$ cat src/rtl/board_io_pkg.sv
// Shared types for the board I/O controller: LED display modes and the
// SOC reset sequencer states.
package board_io_pkg;

    typedef enum logic [1:0] {
        LED_SOC    = 2'd0,
        LED_STATUS = 2'd1,
        LED_OFF    = 2'd2
    } led_mode_t;

    typedef enum logic {
        RST_HOLD = 1'b0,
        RST_RUN  = 1'b1
    } rst_state_t;

    function automatic led_mode_t next_led_mode(input led_mode_t mode);
        case (mode)
            LED_SOC:    return LED_STATUS;
            LED_STATUS: return LED_OFF;
            default:    return LED_SOC;
        endcase
    endfunction

endpackage

$ cat src/rtl/btn_debounce.sv
// One button channel: 2-flop synchroniser, optional inversion, stability
// counter and a one-cycle pulse when the accepted level rises.
module btn_debounce #(
    parameter int DEBOUNCE_CYCLES = 500000,
    parameter bit ACTIVE_LOW      = 1'b0
) (
    input  logic clk,
    input  logic rst_n,
    input  logic pin,
    output logic level,
    output logic press
);

    localparam int              CNT_W    = $clog2(DEBOUNCE_CYCLES);
    localparam logic [CNT_W-1:0] CNT_LAST = CNT_W'(DEBOUNCE_CYCLES - 1);

    logic [1:0]       sync_q;
    logic [CNT_W-1:0] cnt;
    logic             sync_lvl;

    // The synchroniser resets to the idle pin level so the inverted view is 0.
    assign sync_lvl = sync_q[1] ^ ACTIVE_LOW;

    always_ff @(posedge clk or negedge rst_n) begin
        if (!rst_n) begin
            sync_q <= {2{ACTIVE_LOW}};
            cnt    <= '0;
            level  <= 1'b0;
            press  <= 1'b0;
        end else begin
            sync_q <= {sync_q[0], pin};
            press  <= 1'b0;
            if (sync_lvl == level) begin
                cnt <= '0;
            end else if (cnt == CNT_LAST) begin
                level <= sync_lvl;
                press <= sync_lvl;
                cnt   <= '0;
            end else begin
                cnt <= cnt + CNT_W'(1);
            end
        end
    end

endmodule

$ cat src/rtl/board_io_ctrl.sv
// Board-level I/O controller: debounced buttons, stretched SOC reset,
// toggled halt request and a mode-selectable LED driver.
module board_io_ctrl
    import board_io_pkg::*;
#(
    parameter int BTN_WIDTH         = 5,
    parameter int LED_WIDTH         = 8,
    parameter int BTN_ACTIVE_LOW    = 0,
    parameter int DEBOUNCE_CYCLES   = 500000,
    parameter int RESET_HOLD_CYCLES = 1024,
    parameter int HEARTBEAT_CYCLES  = 25000000,
    parameter int RESET_BTN         = 0,
    parameter int HALT_BTN          = 1,
    parameter int MODE_BTN          = 2
) (
    input  logic                 clk,
    input  logic                 rst_n,
    input  logic [BTN_WIDTH-1:0] btn_i,
    input  logic [LED_WIDTH-1:0] soc_leds_i,
    output logic                 soc_rst_n_o,
    output logic                 halt_o,
    output logic [BTN_WIDTH-1:0] btn_level_o,
    output logic [BTN_WIDTH-1:0] btn_press_o,
    output logic [LED_WIDTH-1:0] led_o
);

    localparam int HOLD_W = (RESET_HOLD_CYCLES > 1) ? $clog2(RESET_HOLD_CYCLES) : 1;
    localparam int HB_W   = (HEARTBEAT_CYCLES > 1) ? $clog2(HEARTBEAT_CYCLES) : 1;
    localparam logic [HOLD_W-1:0] HOLD_LAST = HOLD_W'(RESET_HOLD_CYCLES - 1);
    localparam logic [HB_W-1:0]   HB_LAST   = HB_W'(HEARTBEAT_CYCLES - 1);
    localparam int UPPER_W = LED_WIDTH - 3;

    if (BTN_WIDTH < 3 || LED_WIDTH < 3) begin : g_bad_width
        $error("board_io_ctrl: BTN_WIDTH and LED_WIDTH must both be >= 3");
    end
    if (RESET_BTN >= BTN_WIDTH || HALT_BTN >= BTN_WIDTH || MODE_BTN >= BTN_WIDTH) begin : g_bad_index
        $error("board_io_ctrl: button index out of range");
    end
    if (RESET_BTN == HALT_BTN || RESET_BTN == MODE_BTN || HALT_BTN == MODE_BTN) begin : g_dup_index
        $error("board_io_ctrl: button indices must be distinct");
    end
    if (DEBOUNCE_CYCLES < 2 || RESET_HOLD_CYCLES < 1 || HEARTBEAT_CYCLES < 1) begin : g_bad_timing
        $error("board_io_ctrl: cycle parameters out of range");
    end

    rst_state_t             state;
    logic [HOLD_W-1:0]      hold_cnt;
    led_mode_t              mode;
    logic [HB_W-1:0]        hb_cnt;
    logic                   hb;
    logic [2:0]             status_low;
    logic [LED_WIDTH-1:0]   status_leds;

    for (genvar i = 0; i < BTN_WIDTH; i++) begin : g_btn
        btn_debounce #(
            .DEBOUNCE_CYCLES(DEBOUNCE_CYCLES),
            .ACTIVE_LOW     (BTN_ACTIVE_LOW != 0)
        ) u_debounce (
            .clk  (clk),
            .rst_n(rst_n),
            .pin  (btn_i[i]),
            .level(btn_level_o[i]),
            .press(btn_press_o[i])
        );
    end

    // A reset press always beats a halt press, and HOLD keeps halt cleared.
    always_ff @(posedge clk or negedge rst_n) begin
        if (!rst_n) begin
            state       <= RST_HOLD;
            hold_cnt    <= '0;
            soc_rst_n_o <= 1'b0;
            halt_o      <= 1'b0;
        end else begin
            case (state)
                RST_HOLD: begin
                    halt_o <= 1'b0;
                    if (btn_press_o[RESET_BTN]) begin
                        hold_cnt <= '0;
                    end else if (hold_cnt == HOLD_LAST) begin
                        state       <= RST_RUN;
                        hold_cnt    <= '0;
                        soc_rst_n_o <= 1'b1;
                    end else begin
                        hold_cnt <= hold_cnt + HOLD_W'(1);
                    end
                end
                RST_RUN: begin
                    if (btn_press_o[RESET_BTN]) begin
                        state       <= RST_HOLD;
                        hold_cnt    <= '0;
                        soc_rst_n_o <= 1'b0;
                        halt_o      <= 1'b0;
                    end else if (btn_press_o[HALT_BTN]) begin
                        halt_o <= ~halt_o;
                    end
                end
                default: begin
                    state       <= RST_HOLD;
                    hold_cnt    <= '0;
                    soc_rst_n_o <= 1'b0;
                    halt_o      <= 1'b0;
                end
            endcase
        end
    end

    // The LED mode survives soft resets; only rst_n returns it to SOC.
    always_ff @(posedge clk or negedge rst_n) begin
        if (!rst_n) begin
            mode <= LED_SOC;
        end else if (btn_press_o[MODE_BTN]) begin
            mode <= next_led_mode(mode);
        end
    end

    always_ff @(posedge clk or negedge rst_n) begin
        if (!rst_n) begin
            hb_cnt <= '0;
            hb     <= 1'b0;
        end else if (hb_cnt == HB_LAST) begin
            hb_cnt <= '0;
            hb     <= ~hb;
        end else begin
            hb_cnt <= hb_cnt + HB_W'(1);
        end
    end

    assign status_low = {~soc_rst_n_o, halt_o, hb};

    if (LED_WIDTH > 3) begin : g_status_upper
        logic [UPPER_W+BTN_WIDTH-1:0] level_ext;
        assign level_ext   = {{UPPER_W{1'b0}}, btn_level_o};
        assign status_leds = {level_ext[UPPER_W-1:0], status_low};
    end else begin : g_status_narrow
        assign status_leds = status_low;
    end

    always_ff @(posedge clk or negedge rst_n) begin
        if (!rst_n) begin
            led_o <= '0;
        end else begin
            case (mode)
                LED_SOC:    led_o <= soc_leds_i;
                LED_STATUS: led_o <= status_leds;
                default:    led_o <= '0;
            endcase
        end
    end

endmodule

$ cat config.mk
export PLATFORM = sky130hd
export DESIGN_NAME = board_io_ctrl
export DESIGN_NICKNAME = d
export VERILOG_FILES = /design/src/rtl/board_io_pkg.sv /design/src/rtl/btn_debounce.sv /design/src/rtl/board_io_ctrl.sv
export SDC_FILE = /design/constraint.sdc
export NUM_CORES = 1
export LEC_CHECK = 0
export CAP_MARGIN = 20
export CORE_MARGIN = 4
export CORE_UTILIZATION = 30
export DETAILED_ROUTE_END_ITERATION = 12
export GPL_TIMING_DRIVEN = 0
export MAX_ROUTING_LAYER = met4
export PLACE_DENSITY_LB_ADDON = 0.3
export SYNTH_ARGS = -nofsm -noshare
export SYNTH_HDL_FRONTEND = slang
export SYNTH_HIERARCHICAL = 1
export SYNTH_SLANG_ARGS = --single-unit
$ cat constraint.sdc
create_clock -name clk -period 2.4 [get_ports clk]
set_clock_uncertainty 0.2 [all_clocks]
set_input_delay 0.6 -clock clk [delete_from_list [all_inputs] [get_ports clk]]
set_output_delay 0.6 -clock clk [all_outputs]
set_load 0.01 [all_outputs]
==> results.md, run 1 <==
* Mean Syn Cell Area at 10.2 um2
* Core area at between 20000 and 30000 um2
* Asr flop ratio synth at 100%
* Post-synthesis sequential area ratio at 51.9%
* Overall Global Routing Usage at 11.9%
* Synth area leaders: dfrtp_1 52%, xnor2_1 8.2%, nor2_1 5.8%, nand4_1 4.4%, xor2_1 3.0%
* Nets@finish at 850
* Worst vdd ir at 468 uV
* CP max-delay cell: clkdlybuf4s50_1
* Static leakage at 3.63 nW
* Final worst path period share at 95.0%
* Layout cells sized above 1 at 10.2%
* Initial Utilization at a little under a third
* Drt drc at 0
* GR Overflow Total at 0
* Inst Count DP at ~1100
* ANT nets after route at 0
* Setup crit start kind: register
* WL/cell at 13.5 um
* Critical Path Stages at 1
* Worst-Skew Late Latency at 420 ps
* Status: complete, no violations
* H-tree levels at 4
* Clock transition at path regs at 60 ps
* Worst Setup SP: g_btn[3].u_debounce/level
* FF-to-FF path depth at 5
* Row count at 59
* Number of global-route vias before repair at 5701
* Max FO, Critical Path at 5
* Hold_sp: g_btn[4].u_debounce/sync_q[0]
* Critical path cell sequence: clkdlybuf4s50_1
* Worst slew margin relative to its limit at 34.8%
* First-pass GRT wire length at 27.8 mm
* Worst Hold End: g_btn[4].u_debounce/sync_q[1]
* Diode count at 0
* RSZ-0062 raised after global routing: no
* DPL Wire Length at 10.8 mm
* Clock sink count at 164
* Worst path bufs/invs at 1
* Final setup viols at 0
* MaxCap Viol Count at 0
* Yosys reg bits at 164
* Reg-to-Reg End: g_btn[4].u_debounce/cnt[11]
* Worst r2r src: g_btn[4].u_debounce/cnt[12]
* DRT iter0 DRCs at 359
* Final hold violation count at 0
* Top cell type's share of synthesized area at about 52%
* Fill count at 2580
* CTS buffer count at 17
* CP Class: register to output port
* Family with the most delay on the worst path: buffers and inverters
* Worst-Margin Slew at approximately 1000 ps
* Ports at 35
* Synth cell types at 47
* Final GP Congestion at 0.775
* TritonCTS clock tree: built
* Post-layout min period at 2280 ps
* Pwr dens at about 630 nW/um2
* Post-Synthesis Cells at slightly below 800
* Final wirelength at 15.8 mm
* Max Root-Sink Buffers at 2
* Routed via count at 5641
* Final std cells w/o fill at ~1200
* Worst path max stage delay at 600 ps
* WP data arrival at 1480 ps
* Most used DFF post-synth: dfrtp_1
* Port bufs at 34
* Min-delay worst type: register to register
* Max Freq at roughly 440 MHz
* Synth area leader: dfrtp_1
* Critical Path RT at 1600 ps
* DRT Pass-1 Iters at 5
* CP endpoint kind: output port
* Setup TNS at 0 ps
* Ys Warns at 6
* Largest net degree at the start of global routing at 103
* Die X at 170 um
* Die ar. at 29000 um2
* Drt via density at 4.80
* Mapped cell area at 7910 um2
* Final Slew Violations at 0
* Die Y-Extent at 170 um
* Hold Path Depth at 0
* R2R setup slack at 210 ps
* Clock root cell: clkbuf_16
* Syn-to-layout area delta at 18.5%
* Number of flops mapped to enable cells by yosys at 0
* Synthesized Nets at 795
* Initial antenna violation count at 0
[worst reg2reg max path, cell delays in order, from the launching register on]
cell,delay [ps]
dfrtp_1,450
nor4b_1,450
nand2_1,160
o31ai_4,430
buf_2,300
nor2_1,80
[layout by cell type (no fill, tap or decap), types with 6 or more instances in the layout]
| master | netlist | final |
|---|---|---|
| mux2_2 | 6 | 6 |
| and3_1 | 10 | 10 |
| nor2_1 | 123 | 123 |
| nand4_2 | 6 | 6 |
| clkbuf_16 | 0 | 17 |
| inv_1 | 23 | 23 |
| xnor2_1 | 74 | 74 |
| or4_4 | 6 | 6 |
| nand3_1 | 42 | 42 |
| nor3_1 | 34 | 34 |
| a21oi_1 | 10 | 10 |
| clkdlybuf4s50_1 | 0 | 33 |
| nor4b_1 | 12 | 11 |
| a31o_2 | 6 | 6 |
| nor4_1 | 20 | 15 |
| xor2_1 | 27 | 27 |
| dfrtp_1 | 164 | 164 |
| ha_1 | 7 | 7 |
| o21ai_0 | 11 | 11 |
| or3_1 | 6 | 6 |
| clkbuf_1 | 4 | 6 |
| nand2_1 | 51 | 51 |
| mux2i_1 | 13 | 13 |
| nand4_1 | 56 | 56 |
[metal layers]
metal  vias up  wire, um  share of wire [%]  global-route usage (%)
met2        63      7420                 47                    18.4
met3        14       396                2.5                    2.65
met5         -         0                  0                       -
met4         0       201                1.3                    3.78
li1       2844         -                  -                       -
met1      2720      7830                 49                    15.7
[registers in the layout, summed over array words and instances, names as in the netlist]
signal                   flops
soc_rst_n_o                  1
state                        1
halt_o                       1
mode                         2
g_btn.u_debounce/level       5
led_o                        8
g_btn.u_debounce/cnt        95
g_btn.u_debounce/press       5
hold_cnt                    10
hb                           1
hb_cnt                      25
g_btn.u_debounce/sync_q     10
[worst max path at each step]
stage	end	slack, ps
after global placement	g_btn[0].u_debounce/cnt[1]	-6500
after floorplan	g_btn[0].u_debounce/cnt[10]	490
after detailed placement	g_btn[3].u_debounce/cnt[18]	110
final	btn_level_o[3]	120
after global routing	g_btn[4].u_debounce/cnt[14]	6
after CTS	btn_level_o[3]	60
[power by group]
group          switching [W]  internal (W)
combinational       0.000123     0.0000744
clock                0.00108       0.00177
sequential         0.0000289       0.00280
[through the flow]
step	setup WS (ps)	total power, W	hold WS [ps]	area, um2	utilization (%)
CTS	55.5	0.00598	148	9330	35.9
finish	121	0.00588	145	9370	36.1
global route	5.78	0.00611	149	9370	36.1
detailed placement	109	0.00309	139	8700	33.5
global placement	-6500	0.00308	134	8670	33.4
floorplan	492	0.00296	104	7910	-
[cells in the mapped netlist, drive strengths merged (6+ instances only)]
library cell,number
nand3,43
dfrtp,164
mux2i,13
a31o,6
ha,7
o21ai,11
nand4,62
nand2,51
or3,6
and3,10
inv,23
xnor2,74
nor4,20
buf,11
or4,7
o31ai,6
nor2,124
clkbuf,9
nor3,34
xor2,28
nor4b,13
a21oi,15
mux2,6
[kinds of logic (layout without fill, tap and decap cells)]
logic type / Yosys count / count (layout) / synth area share, %
muxes: 19 / 19 / 2.50
adders and majority gates: 7 / 7 / 1.11
buffers and inverters: 43 / 110 / 2.29
DFF: 164 / 164 / 51.9
AOI/OAI and AO/OA: 47 / 47 / 4.87
xor gates and xnor gates: 102 / 102 / 11.4
and+or+nand+nor: 391 / 391 / 25.9
[cell type report]
| type | instances | area (um2) | area share, % |
|---|---|---|---|
| sequential | 164 | 4100 | 43.8 |
| multi-input combinational | 566 | 3660 | 39.1 |
| clock buffer | 24 | 502 | 5.35 |
| tap | 335 | 419 | 4.47 |
| timing repair buffer | 36 | 383 | 4.09 |
| clock inverter | 7 | 120 | 1.28 |
| buffer | 20 | 95.1 | 1.01 |
| inverter | 23 | 86.3 | 0.921 |
[timing repair]
item / in CTS / in global routing
hold endpoints to repair: 62 / 0
setup buffers: 0 / 0
resized for setup: 0 / 6
endpoints found under the setup margin: 0 / 8
hold buffers: 1 / 0
No activity file was read; power rests on OpenSTA's default activity.
==> inputs of run 2 (changes only) <==
--- a/config.mk
+++ b/config.mk
@@ -8,10 +8,12 @@
 export CAP_MARGIN = 20
 export CORE_MARGIN = 4
 export CORE_UTILIZATION = 30
+export CTS_BUF_LIST = sky130_fd_sc_hd__clkbuf_16
 export DETAILED_ROUTE_END_ITERATION = 12
 export GPL_TIMING_DRIVEN = 0
 export MAX_ROUTING_LAYER = met4
 export PLACE_DENSITY_LB_ADDON = 0.3
+export REMOVE_ABC_BUFFERS = 1
 export SYNTH_ARGS = -nofsm -noshare
 export SYNTH_HDL_FRONTEND = slang
 export SYNTH_HIERARCHICAL = 1
==> results.md, run 2 (same netlist as run 1, synthesis figures left out) <==
* WP data arrival at 1500 ps (+20 ps)
* Port bufs at 34 (unchanged)
* Final setup viols at 0 (unchanged)
* Final hold slack at 152 ps (+6.91 ps)
* Final hold violation count at 0 (unchanged)
* Worst vdd ir at 417 uV (-11%)
* Critical path cell sequence: clkdlybuf4s50_1
* Largest regs: g_btn.u_debounce/cnt x95, hb_cnt x25
* Worst slew margin relative to its limit at 46.2% (+11 points)
* Initial Utilization at 30.4% (unchanged)
* Nets@finish at 838 (-1.4%)
* Final Slew Violations at 0 (unchanged)
* ANT nets after route at 0 (unchanged)
* Routed via count at 5687 (+0.82%)
* MaxCap Viol Count at 0 (unchanged)
* Worst Hold End: g_btn[1].u_debounce/sync_q[1]
* H-tree levels at 4 (unchanged)
* Final Power at 0.00566 W (-3.8%)
* Worst-Skew Late Latency at 430 ps (about the same)
* Final GP Congestion at 0.795 (+2.6%)
* Static leakage at 3.59 nW (-1.1%)
* Reg-to-Reg End: g_btn[0].u_debounce/cnt[18]
* Hold Path Depth at 0 (unchanged)
* CP Class: register to output port
* FF-to-FF path depth at 5 (unchanged)
* Worst r2r src: g_btn[0].u_debounce/cnt[0]
* Fill count at 2612 (+1.2%)
* DPL Wire Length at 10.6 mm (-2.0%)
* Layout cells sized above 1 at 10.0% (-0.23 points)
* Min-delay worst type: register to register
* Max Freq at 435 MHz (-0.91%)
* Initial antenna violation count at 0 (unchanged)
* First-pass GRT wire length at 27.3 mm (-1.7%)
* Pwr dens at 610 nW/um2 (-2.8%)
* R2R setup slack at 180 ps (-30 ps)
* Final wirelength at 16.0 mm (+0.70%)
* Critical Path RT at 1600 ps (about the same)
* Status: complete, no violations
* Clock root cell: clkbuf_16
* Clock transition at path regs at 70 ps (about the same)
* Drt via density at 4.89 (+1.8%)
* Die X at 170 um (unchanged)
* DRT Pass-1 Iters at 4 (-1)
* TritonCTS clock tree: built
* Clock sink count at 164 (unchanged)
* CTS buffer count at 17 (unchanged)
* Row count at 59 (unchanged)
* Max Root-Sink Buffers at 2 (unchanged)
* Final worst path period share at 95.8% (+0.88 points)
* Max reg flops at 95 (unchanged)
* Top reg by flops: g_btn.u_debounce/cnt
* Hold_sp: g_btn[1].u_debounce/sync_q[0]
* Die ar. at 29000 um2 (unchanged)
* Worst path max stage delay at 590 ps (about the same)
* Die Y-Extent at 170 um (unchanged)
* Post-layout min period at 2300 ps (+21.0 ps)
* Drt drc at 0 (unchanged)
* Number of global-route vias before repair at 5424 (-4.9%)
* Ports at 35 (unchanged)
* Commonest non-fill, non-tap cell in the layout: dfrtp_1
* Most frequent cells in the layout: 163 x dfrtp_1, 123 x nor2_1, 74 x xnor2_1, 56 x nand4_1, 51 x nand2_1
* Syn-to-layout area delta at 17.3%
* GR Overflow Total at 0 (unchanged)
* Overall Global Routing Usage at 11.7% (-0.21 points)
* Diode count at 0 (unchanged)
* Setup crit start kind: register
* DRT iter0 DRCs at 434 (+21%)
* WL/cell at 13.7 um (+1.7%)
* Family with the most delay on the worst path: buffers and inverters
* Worst path bufs/invs at 1 (unchanged)
* RSZ-0062 raised after global routing: no
* CP endpoint kind: output port
* Setup TNS at 0 ps (unchanged)
* CP max-delay cell: clkdlybuf4s50_1
* Worst-Margin Slew at 808 ps (-171 ps)
* Core area at 26000 um2 (unchanged)
* Largest net degree at the start of global routing at 122 (+18%)
* Max FO, Critical Path at 5 (unchanged)
==> run 2: repair_timing <==
| item | in CTS | in global routing |
|---|---|---|
| gates resized for setup | 1 | 2 |
| endpoints found under the setup margin | 1 | 56 |
| hold buffers | 1 | 0 |
| endpoints found under the hold margin | 43 | 0 |
| pin swaps | 0 | 5 |
| setup buffers | 0 | 8 |
==> run 2: report_power, final <==
| part | switching, W | internal [W] | total (W) |
|---|---|---|---|
| logic | 0.000115 | 0.0000808 | 0.000196 |
| registers | 0.0000399 | 0.00280 | 0.00284 |
| clock network | 0.00124 | 0.00138 | 0.00262 |
==> run 2: area by class of cell <==
class                      instances  area, um2  share of cell area (%)
tap                              335        419                    4.52
inverter                          23       86.3                   0.930
timing repair buffer              44        468                    5.04
multi-input combinational        566       3640                    39.2
clock buffer                      17        425                    4.58
sequential                       164       4110                    44.2
clock inverter                    15        139                    1.50
==> run 2: worst max path at each step <==
stage,depth (start not counted),from,endpoint,slack [ps]
final,1,g_btn[0].u_debounce/level,btn_level_o[0],100
after global routing,1,g_btn[0].u_debounce/level,btn_level_o[0],30
after CTS,1,g_btn[0].u_debounce/level,btn_level_o[0],40
after detailed placement,4,g_btn[2].u_debounce/cnt[10],g_btn[2].u_debounce/cnt[3],130
after global placement,1,rst_n,hold_cnt[9],-6550
after floorplan,5,g_btn[0].u_debounce/cnt[0],g_btn[0].u_debounce/cnt[18],490
==> run 2: layer usage <==
metal / GRT usage (%) / wire, um
met1: 16.2 / 7900
met2: 17.6 / 7370
met3: 2.53 / 557
met4: 3.02 / 136
met5: - / 0
==> run 2: metrics by stage <==
step	std cells	setup WS (ps)	util, %	instance area, um2
6_report	1164	100	35.7	9280
5_1_grt	1164	31.0	35.7	9280
4_1_cts	1156	43.1	35.3	9180
3_5_place_dp	1123	129	33.1	8610
3_3_place_gp	1122	-6550	33.0	8570
2_1_floorplan	753	486	-	7810
==> inputs of run 3 (changes only) <==
--- a/config.mk
+++ b/config.mk
@@ -13,7 +13,6 @@
 export GPL_TIMING_DRIVEN = 0
 export MAX_ROUTING_LAYER = met4
 export PLACE_DENSITY_LB_ADDON = 0.3
-export REMOVE_ABC_BUFFERS = 1
 export SYNTH_ARGS = -nofsm -noshare
 export SYNTH_HDL_FRONTEND = slang
 export SYNTH_HIERARCHICAL = 1
==> results.md, run 3 (same netlist as run 1, synthesis figures left out) <==
* Row count at 59 (unchanged)
* Post-layout min period at 2280 ps (-19.7 ps)
* Hold Path Depth at 0 (unchanged)
* Final GP Congestion at 0.775 (-2.5%)
* FF-to-FF path depth at 5 (unchanged)
* Worst-Skew Late Latency at 420 ps (about the same)
* RSZ-0062 raised after global routing: no
* PnR worst setup slack at 120 ps (+19.7 ps)
* Status: complete, no violations
* CTS buffer count at 17 (unchanged)
* Max Freq at 439 MHz (+0.86%)
* Max Root-Sink Buffers at 2 (unchanged)
* Die X at 170 um (unchanged)
* DPL Wire Length at 10.8 mm (+2.1%)
* Critical path cell sequence: clkdlybuf4s50_1
* H-tree levels at 4 (unchanged)
* Internal power at 0.00448 W (+5.2%)
* R2R setup slack at 200 ps (+20 ps)
* Worst Hold End: g_btn[4].u_debounce/sync_q[1]
* Worst r2r src: g_btn[4].u_debounce/cnt[12]
* Setup crit start kind: register
* GR Overflow Total at 0 (unchanged)
* Critical Path RT at 1600 ps (about the same)
* Setup WS pre-CTS at 109 ps (-20.0 ps)
* Worst slew margin relative to its limit at 35.8% (-10 points)
* Top reg by flops: g_btn.u_debounce/cnt
* Initial Utilization at 30.4% (unchanged)
* Final Power at 0.00569 W (+0.66%)
* Max FO, Critical Path at 5 (unchanged)
* Switching power share of the total at 21.3% (-3.4 points)
* Final hold slack at 148 ps (-3.43 ps)
* Max reg flops at 95 (unchanged)
* WL/cell at 13.5 um (-1.5%)
* Pwr dens at 611 nW/um2 (+0.21%)
* Core area at 26000 um2 (unchanged)
* DRT Pass-1 Iters at 5 (+1)
* Largest regs: g_btn.u_debounce/cnt x95, hb_cnt x25
* Most frequent cells in the layout: 164 x dfrtp_1, 123 x nor2_1, 74 x xnor2_1, 56 x nand4_1, 51 x nand2_1
* Overall Global Routing Usage at 11.9% (+0.22 points)
* Diode count at 0 (unchanged)
* First-pass GRT wire length at 27.8 mm (+1.8%)
* Cell area after layout at 9320 um2 (+0.44%)
* Initial antenna violation count at 0 (unchanged)
* Largest net degree at the start of global routing at 103 (-16%)
* Final Slew Violations at 0 (unchanged)
* Post-CTS setup buffer count at 0 (unchanged)
* CP max-delay cell: clkdlybuf4s50_1
* Clock power frac at 46.8% (+0.4 points)
* Drt via density at 4.80 (-1.8%)
* WP data arrival at 1480 ps (-20 ps)
* CP endpoint kind: output port
* Worst vdd ir at 470 uV (+13%)
* Static leakage at 3.61 nW (+0.55%)
* Min-delay worst type: register to register
* Reg-to-Reg End: g_btn[4].u_debounce/cnt[11]
* Final setup viols at 0 (unchanged)
* Routed via count at 5635 (-0.91%)
* Port bufs at 34 (unchanged)
* Seq pwr share at 49.7% (-0.5 points)
* Layout cells sized above 1 at 9.64% (-0.37 points)
* Final worst path period share at 95.0% (-0.82 points)
* Family with the most delay on the worst path: buffers and inverters
* Switching power at 0.00121 W (-13%)
* Die Y-Extent at 170 um (unchanged)
* Commonest non-fill, non-tap cell in the layout: dfrtp_1
* Syn-to-layout area delta at 17.8%
* Final hold violation count at 0 (unchanged)
* Worst-Margin Slew at 962 ps (+155 ps)
* Gate power share at 3.5% (about the same)
* Worst path max stage delay at 600 ps (about the same)
* Die ar. at 29000 um2 (unchanged)
* Clock transition at path regs at 60 ps (about the same)
* Number of global-route vias before repair at 5699 (+5.1%)
* Final wirelength at 15.9 mm (-0.59%)
* Clock sink count at 164 (unchanged)
* Worst path bufs/invs at 1 (unchanged)
* Drt drc at 0 (unchanged)
* Ports at 35 (unchanged)
* Dpl cell area at 8700 um2 (+1.1%)
* Nets@finish at 850 (+1.4%)
* MaxCap Viol Count at 0 (unchanged)
* CP Class: register to output port
* Clock root cell: clkbuf_16
* ANT nets after route at 0 (unchanged)
* TritonCTS clock tree: built
* Setup TNS at 0 ps (unchanged)
* Hold_sp: g_btn[4].u_debounce/sync_q[0]
* DRT iter0 DRCs at 330 (-24%)
run 3: cell count changes in the layout (fill, tap and decap cells not counted), sizes merged:
cell    before  now
buf         10   13
clkinv       4    8
inv         33   25
clkbuf      17   26
bufinv       0    3
run 3: worst max path at each step:
stage                     cells past startpoint                        start  slack (ps)                          end
after floorplan                               5  g_btn[0].u_debounce/cnt[12]         490  g_btn[0].u_debounce/cnt[10]
after global placement                        1                        rst_n       -6500   g_btn[0].u_debounce/cnt[1]
after detailed placement                      5   g_btn[3].u_debounce/cnt[0]         110  g_btn[3].u_debounce/cnt[18]
after CTS                                     1    g_btn[3].u_debounce/level          60               btn_level_o[3]
after global routing                          5   g_btn[4].u_debounce/cnt[5]           5  g_btn[4].u_debounce/cnt[14]
final                                         1    g_btn[3].u_debounce/level         120               btn_level_o[3]
run 3: metrics by stage:
step	cells	util, %
3_5_place_dp	1143	33.5
4_1_cts	1175	35.7
5_1_grt	1175	35.9
2_1_floorplan	773	-
3_3_place_gp	1142	33.4
6_report	1175	35.9
run 3: routing by layer:
metal  global-route usage (%)  share of wire, %
met1                     15.7                49
met2                     18.5                47
met3                     2.60               2.6
met4                     3.68               1.2
met5                        -                 0
run 3: power groups by stage:
| stage | clock network, W | logic [W] | registers (W) |
|---|---|---|---|
| floorplan | 0 | 0.0000776 | 0.00288 |
| global route | 0.00287 | 0.000228 | 0.00283 |
| detailed placement | 0 | 0.000205 | 0.00288 |
| finish | 0.00267 | 0.000197 | 0.00283 |
| CTS | 0.00277 | 0.000207 | 0.00283 |
| global placement | 0 | 0.000198 | 0.00288 |
run 3: area by class of cell:
cell class                      count  area [um2]
Clock buffer                       17         425
Timing Repair Buffer               36         383
Multi-Input combinational cell    566        3660
Fill cell                        2583       16700
Inverter                           23        86.3
Sequential cell                   164        4100
Clock inverter                     14         146
Tap cell                          335         419
Buffer                             20        95.1
run 3: repair_timing:
action                                  4_1_cts  5_1_grt
gates resized for setup                       0        6
hold buffers                                  1        0
hold endpoints to repair                     62        0
endpoints found under the setup margin        0        9
